$ cat config.mk
export PLATFORM = sky130hd
export DESIGN_NAME = serial_subtractor
export DESIGN_NICKNAME = d
export VERILOG_FILES = /design/src/rtl/sub_defs_pkg.sv /design/src/rtl/fsubtractor1bit.sv /design/src/rtl/serial_subtractor.sv
export SDC_FILE = /design/constraint.sdc
export NUM_CORES = 1
export LEC_CHECK = 0
export ABC_AREA = 1
export ABC_CLOCK_PERIOD_IN_PS = 1300
export BUFFER_PORTS_ARGS = -buffer_cell sky130_fd_sc_hd__buf_2
export CAP_MARGIN = 40
export CORE_MARGIN = 8
export CORE_UTILIZATION = 42
export CTS_CLUSTER_DIAMETER = 120
export DETAILED_ROUTE_END_ITERATION = 16
export HOLD_SLACK_MARGIN = 0.1
export MAX_ROUTING_LAYER = met4
export PLACE_DENSITY_LB_ADDON = 0.25
export SYNTH_ARGS = -nofsm -noshare
export SYNTH_HDL_FRONTEND = slang
export SYNTH_HIERARCHICAL = 1
export SYNTH_SLANG_ARGS = --single-unit
$ cat constraint.sdc
create_clock -name clk -period 1.3 [get_ports clk]
set_clock_uncertainty 0.05 [all_clocks]
set_input_delay 0.195 -clock clk [delete_from_list [all_inputs] [get_ports clk]]
set_output_delay 0.195 -clock clk [all_outputs]
set_load 0.01 [all_outputs]
$ cat src/rtl/sub_defs_pkg.sv
// Shared definitions for the bit-serial subtractor: FSM state encoding and
// the default operand width.
package sub_defs;

  typedef enum logic {
    IDLE = 1'b0,
    RUN  = 1'b1
  } state_t;

  localparam int DEFAULT_WIDTH = 4;

endpackage

$ cat src/rtl/fsubtractor1bit.sv
// One-bit full-subtractor cell: d = a - b - bin with borrow-out.
// Purely combinational; the serial subtractor instantiates exactly one.
module fsubtractor1bit (
  input  logic a,
  input  logic b,
  input  logic bin,
  output logic d,
  output logic bout
);

  assign d    = a ^ b ^ bin;
  assign bout = (~a & b) | (~(a ^ b) & bin);

endmodule

$ cat src/rtl/serial_subtractor.sv
// Bit-serial WIDTH-bit subtractor, LSB first, one bit per clock through a
// single full-subtractor cell, with a start/busy/done handshake.
module serial_subtractor
  import sub_defs::*;
#(
  parameter int WIDTH = DEFAULT_WIDTH
) (
  input  logic             clk,
  input  logic             rst,
  input  logic             start,
  input  logic [WIDTH-1:0] a,
  input  logic [WIDTH-1:0] b,
  input  logic             bin,
  output logic [WIDTH-1:0] diff,
  output logic             bout,
  output logic             ovf,
  output logic             zero,
  output logic             busy,
  output logic             done
);

  localparam int CNT_W = $clog2(WIDTH) + 1;

  state_t           state, state_nxt;
  logic [CNT_W-1:0] cnt;
  logic [WIDTH-1:0] a_sh, b_sh;
  logic [WIDTH-2:0] res_sh;
  logic             brw;
  logic             a_msb, b_msb;
  logic             cell_d, cell_bo;
  logic             last;
  logic [WIDTH-1:0] res_nxt;

  fsubtractor1bit u_cell (
    .a    (a_sh[0]),
    .b    (b_sh[0]),
    .bin  (brw),
    .d    (cell_d),
    .bout (cell_bo)
  );

  assign last    = (state == RUN) && (cnt == CNT_W'(WIDTH - 1));
  // The new bit enters at the MSB so that bit k reaches position k after WIDTH shifts.
  assign res_nxt = {cell_d, res_sh};

  always_comb begin
    // NOTE: default first so every path assigns state_nxt and no latch is inferred.
    state_nxt = state;
    case (state)
      IDLE:    if (start) state_nxt = RUN;
      RUN:     if (last)  state_nxt = IDLE;
      default: state_nxt = IDLE;
    endcase
  end

  // NOTE: sequential state uses non-blocking assignments so every flop samples pre-edge values.
  always_ff @(posedge clk) begin
    if (rst) state <= IDLE;
    else     state <= state_nxt;
  end

  always_ff @(posedge clk) begin
    if (rst) begin
      cnt    <= '0;
      a_sh   <= '0;
      b_sh   <= '0;
      res_sh <= '0;
      brw    <= 1'b0;
      a_msb  <= 1'b0;
      b_msb  <= 1'b0;
      diff   <= '0;
      bout   <= 1'b0;
      ovf    <= 1'b0;
      zero   <= 1'b0;
      busy   <= 1'b0;
      done   <= 1'b0;
    end else begin
      done <= 1'b0;
      if (state == IDLE && start) begin
        a_sh   <= a;
        b_sh   <= b;
        brw    <= bin;
        a_msb  <= a[WIDTH-1];
        b_msb  <= b[WIDTH-1];
        res_sh <= '0;
        cnt    <= '0;
        busy   <= 1'b1;
      end else if (state == RUN) begin
        a_sh   <= a_sh >> 1;
        b_sh   <= b_sh >> 1;
        brw    <= cell_bo;
        res_sh <= res_nxt[WIDTH-1:1];
        cnt    <= cnt + CNT_W'(1);
        if (last) begin
          // The shift registers are consumed by now, so the operand signs come from dedicated flops.
          diff <= res_nxt;
          bout <= cell_bo;
          ovf  <= (a_msb != b_msb) && (cell_d != a_msb);
          zero <= (res_nxt == '0);
          done <= 1'b1;
          busy <= 1'b0;
        end
      end
    end
  end

endmodule
==> results of run 1 <==
-- through the flow --
step           area [µm²]  total power [µW]  utilization (%)  hold slack, ns
2_1_floorplan        1120              1020                -           0.227
3_3_place_gp         1260              1060             50.3           0.372
3_5_place_dp         1260              1070             50.3           0.379
4_1_cts              1310              1420             52.5           0.111
5_1_grt              1350              1510             54.1           0.129
6_report             1350              1440             54.1           0.114
-- cell families after synthesis --
logic type / Yosys count / share of synthesized area, %
AOI/OAI and AO/OA: 11 / 4.94
xor gates and xnor gates: 1 / 0.786
adders and majority gates: 3 / 4.04
buffers and inverters: 26 / 10.5
DFF: 27 / 48.5
and+or+nand+nor: 79 / 31.2
-- critical path: stages (launching register included) --
cell     delay (ns)
dfxtp_2        0.36
inv_2          0.04
fa_2           0.59
inv_2          0.06
nand3_2        0.05
nand2_1        0.05
nand2_1        0.06
nand2_1        0.06
-- how the worst min path moves through the flow --
stage,start,to,depth (start not counted)
after floorplan,rst,done,1
after global placement,bout,bout,2
after detailed placement,bout,bout,2
after CTS,a[3],a_msb,3
after global routing,a[3],a_sh[3],3
final,a[3],a_msb,3
-- what timing repair did --
item,in CTS,in global routing
pin swaps,4,8
hold endpoints to repair,3,0
endpoints found under the setup margin,5,18
gates resized for setup,8,10
hold buffers,2,0
-- report_power, final --
| group | switching, µW | internal, µW | total (µW) | leakage [µW] |
|---|---|---|---|---|
| combinational | 109 | 77.3 | 186 | 0.000430 |
| sequential | 24.3 | 860 | 885 | 0.000222 |
| clock | 250 | 116 | 365 | 0.0000177 |
| total | 383 | 1050 | 1440 | 0.000670 |
-- cell usage in the layout (no fill, tap or decap) --
cell type       n
a21oi_1         5
buf_2          20
buf_4           5
clkbuf_4        3
clkinv_2        1
dfxtp_1        21
dfxtp_2         6
dlygate4sd3_1   2
fa_2            1
ha_4            2
inv_1          15
inv_2           7
nand2_1        47
nand2_2         1
nand2_4         1
nand3_1        19
nand3_2         2
nor2_1          5
nor2_2          1
nor2_4          2
o21ai_1         6
or2_0           1
xnor2_1         1
-- sequential cells by signal (all words and copies together) (netlist names) --
register	cells
a_msb	1
a_sh	4
b_msb	1
b_sh	4
bout	1
brw	1
busy	1
cnt	3
diff	4
done	1
ovf	1
res_sh	3
state	1
zero	1
-- metal layers --
| layer | routed length, µm | vias up |
|---|---|---|
| li1 | - | 508 |
| met1 | 1100 | 434 |
| met2 | 1140 | 21 |
| met3 | 110 | 5 |
| met4 | 45 | 0 |
| met5 | 0 | - |
-- final cells by class --
type	count	area share, %
multi-input combinational	94	36.9
clock buffer	3	1.67
timing repair buffer	27	11.7
clock inverter	1	0.370
sequential	27	40.5
tap	30	2.78
inverter	22	6.11
==> results.ini, run 1 <==
[outcome]
status=finished with violations
violations=negative setup slack

[layout]
layout.nets=190
seq_area_um2=548
nFillCells=250
final_cell_count_no_fill=204
multi_input_area_um2=499
drive_gt1_share_pct=29.9
syn_to_final_growth_pct=21.3
num_antenna_cells=0

[detailed_routing]
drt-initial-drc-count=19
totalWireLength_mm=2.39
wl_per_cell_um=11.7
firstDrtPassIters=4
drc=0
vias=968
vias_per_cell=4.75
final_antenna_net_count=0

[grt]
busiest_layer=met2
overflow=0
grt_usage_pct=12.2
grtUsageMet1_pct=13.9
grt_pass1_vias=991
grt_pass1_wl_mm=4.22
antenna_found_initial=0
grt_max_degree=16
use_met3_pct=2.32
use_met2_pct=20.0

[flow_run]
drv_cap=0

[clock_tree]
numCtsBuffers=3
insertion_delay_ns=0.33
clockRootBuffer=clkbuf_4
clk_pin_slew_worst_paths_ns=0.15
cts_tree=built
cts_max_level=1
cts_sinks=27
clock_path_buffers=2
post_cts_buffers=0

[worst_setup_path]
critPathCapture=ovf
rrSetupSlack_ns=-0.09
r2r_end=ovf
crit_fanout=4
start_kind=flip-flop
worstSetupEndpointType=flip-flop
required_ns=1.50
critical_path_class=flip-flop to flip-flop
cp_data_arrival_time_ns=1.59
reg2reg_from=brw
startpoint=brw
rr_worst_depth=7

[timing]
layout_setup_ws_ns=-0.0931
tightest_slew_ns=0.382
rsz0062_at_grt=true
setup_viol_count_final=2
fin_setup_tns_ns=-0.108
slew_headroom_pct=74.5
drv_slew=0
timing_hold_violations_final=0
layout_min_cycle_time_ns=1.39
finalCritPeriodShare_pct=107
fmax_ghz=0.718

[floorplanning]
std_cell_rows=18
initial_utilization_pct=44.6
coreArea_mm2=0.00250
die_x_um=67.5
die_height_um=67.5
io_pins=21
die-area_mm2=0.00456

[power]
leakage_uw=0.000670
power_density_mw_per_mm2=1060
irDropWorstVdd_uv=762

[synthesis]
synth_area_mm2=0.00111
syn_nets=162
ys_seq_area_share_pct=48.5
synth.distinct_cells=18
async_flop_share_pct=0
synthCells=147
syn_area_per_cell_um2=7.58
synth_edf_count=0
synth_top_cells_by_count=nand2_1, dfxtp_1, nand3_1
synth_seq_cells=27
synth_flop_cell=dfxtp_1
synth.area.top_cells=dfxtp_1, nand2_1, nand3_1
yosysWarnings=6
synth_top_area_share_pct=48.5
synth_top_area_cell=dfxtp_1
synth_most_common_cell=nand2_1

[worst_hold_path]
hold_class=input port to flip-flop

[place]
place_congestion=0.708
place_inst=198
post-place-ws_ns=-0.0613
place_hpwl_mm=1.74
io_buffers=20

(Power assumes the default switching activity.)
==> inputs of run 2 (changes only) <==
ABC_CLOCK_PERIOD_IN_PS = 1400   (was 1300)
clock period = 1.4 ns   (was 1.3 ns; I/O delays follow)
==> results.ini, run 2 (synthesis results as in run 1) <==
[outcome]
status=finished clean

[layout]
seq_area_um2=546  ; -0.46%
layout.nets=190  ; unchanged
layout_common_cells=nand2_1, dfxtp_1, nand3_1, buf_2, inv_1
syn_to_final_growth_pct=18.3
final_common_cell=nand2_1
nFillCells=258  ; +3.2%
largestRegisters=a_sh: 4 flops, b_sh: 4 flops, diff: 4 flops
final_util_pct=52.8  ; -1.4 points
multi_input_area_um2=470  ; -5.8%
num_antenna_cells=0  ; unchanged
final_cell_count_no_fill=204  ; unchanged
drive_gt1_share_pct=28.2  ; -1.7 points

[clock_tree]
clock_path_buffers=2  ; unchanged
cts_tree=built
numCtsBuffers=3  ; unchanged
cts_sinks=27  ; unchanged
clk_pin_slew_worst_paths_ns=0.15  ; about the same
cts_max_level=1  ; unchanged
insertion_delay_ns=0.32  ; about the same
clockRootBuffer=clkbuf_4

[place]
io_buffers=20  ; unchanged
place_congestion=0.811  ; +14%
post-place-ws_ns=-0.0110  ; +0.0503 ns
place_hpwl_mm=1.70  ; -2.5%
place_inst=196  ; -1.0%

[detailed_routing]
totalWireLength_mm=2.30  ; -4.0%
wl_met1_mm=1.07  ; -2.7%
drc=0  ; unchanged
final_antenna_net_count=0  ; unchanged
met2_length_mm=1.13  ; -1.1%
drt-initial-drc-count=31  ; +12
vias_per_cell=4.69  ; -1.2%
dr.max_layer_used=met4
firstDrtPassIters=4  ; unchanged
route.met3.wl_um=67  ; -39%
vias=956  ; -1.2%
wl_per_cell_um=11.3  ; -4.0%

[flow_run]
drv_cap=0  ; unchanged

[power]
switching_share_pct=26.0  ; -0.68 points
netSwitchingPower_uw=341  ; -11%
combPwrFrac_pct=12.5  ; -0.5 points
internal_power_uw=973  ; -7.6%
irDropWorstVdd_uv=554  ; -27%
leakage_uw=0.000663  ; -0.99%
clkPwrFrac_pct=25.2  ; -0.2 points
finalPower_uw=1310  ; -8.5%
seq_power_share_pct=62.3  ; +0.7 points
power_density_mw_per_mm2=996  ; -6.1%

[timing]
layout_min_cycle_time_ns=1.37  ; -0.0269 ns
rsz0062_at_grt=true
fin_setup_tns_ns=0  ; +0.108 ns
timing_hold_violations_final=0  ; unchanged
fmax_ghz=0.732  ; +2.0%
tightest_slew_ns=0.412  ; +0.0303 ns
drv_slew=0  ; unchanged
setup_viol_count_final=0  ; -2
layout_setup_ws_ns=0.0338  ; +0.127 ns
slew_headroom_pct=72.5  ; -2.0 points
finalCritPeriodShare_pct=97.6  ; -9.6 points

[grt]
grt_pass1_vias=946  ; -4.5%
antenna_found_initial=0  ; unchanged
overflow=0  ; unchanged
grt_usage_pct=11.5  ; -0.73 points
grt_max_degree=16  ; unchanged
grt_pass1_wl_mm=3.95  ; -6.4%

[floorplanning]
coreArea_mm2=0.00250  ; unchanged
die-area_mm2=0.00456  ; unchanged
io_pins=21  ; unchanged
initial_utilization_pct=44.6  ; unchanged
std_cell_rows=18  ; unchanged
die_x_um=67.5  ; unchanged
die_height_um=67.5  ; unchanged

[worst_setup_path]
critical_path_class=flip-flop to flip-flop
worstSetupEndpointType=flip-flop
crit_fanout=4  ; unchanged
start_kind=flip-flop
cp_data_arrival_time_ns=1.56  ; -0.03 ns
required_ns=1.59  ; +0.09 ns

[worst_hold_path]
hold_class=input port to flip-flop

==> run 2: changes by cell type in the layout (fill, tap and decap cells not counted), sizes merged <==
cell,previous run,this run
buf,25,26
dlygate4sd3,2,1
==> run 2: worst paths after layout <==
path                               from       to  slack [ns]  cells past startpoint
worst max register to register  a_sh[0]      ovf        0.03                      6
worst min register to register  diff[1]  diff[1]        0.40                      2
worst max-delay path            a_sh[0]      ovf        0.03                      6
worst min-delay path               a[3]  a_sh[3]        0.10                      3
==> run 2: per-stage QoR <==
stage	hold WS, ns	area [µm²]
final	0.105	1320
after global routing	0.107	1320
after CTS	0.104	1280
after detailed placement	0.386	1240
after global placement	0.375	1240
after floorplan	0.242	1110
==> run 2: layout make-up <==
type                       instances  share of cell area (%)
inverter                          22                    6.26
multi-input combinational         94                    35.7
clock inverter                     1                   0.380
timing repair buffer              27                    11.8
sequential                        27                    41.4
tap                               30                    2.85
clock buffer                       3                    1.71
==> run 2: critical path, stage by stage (launching register included) <==
cell and delay [ns]:
dfxtp_1 0.36, fa_2 0.61, inv_2 0.05, nand3_2 0.05
nand2_1 0.05, nand2_1 0.06, nand2_1 0.06
==> run 2: repair_timing <==
action                     in CTS  in global routing
hold endpoints to repair        1                  0
buffers inserted                0                  3
setup endpoints to repair       1                  8
pin swaps                       1                  5
resized for setup               2                 10
hold buffers                    1                  0
==> run 2: power by group through the flow <==
stage / logic [µW] / registers [µW] / clock network (µW)
2_1_floorplan: 113 / 829 / 0
3_3_place_gp: 151 / 832 / 0
3_5_place_dp: 155 / 833 / 0
4_1_cts: 158 / 817 / 340
5_1_grt: 192 / 822 / 368
6_report: 165 / 818 / 331
==> run 2: per-layer routing <==
layer / GRT usage, % / vias up
met5: - / -
met4: 4.70 / 0
met3: 1.99 / 4
met2: 19.6 / 10
met1: 12.8 / 434
li1: - / 508
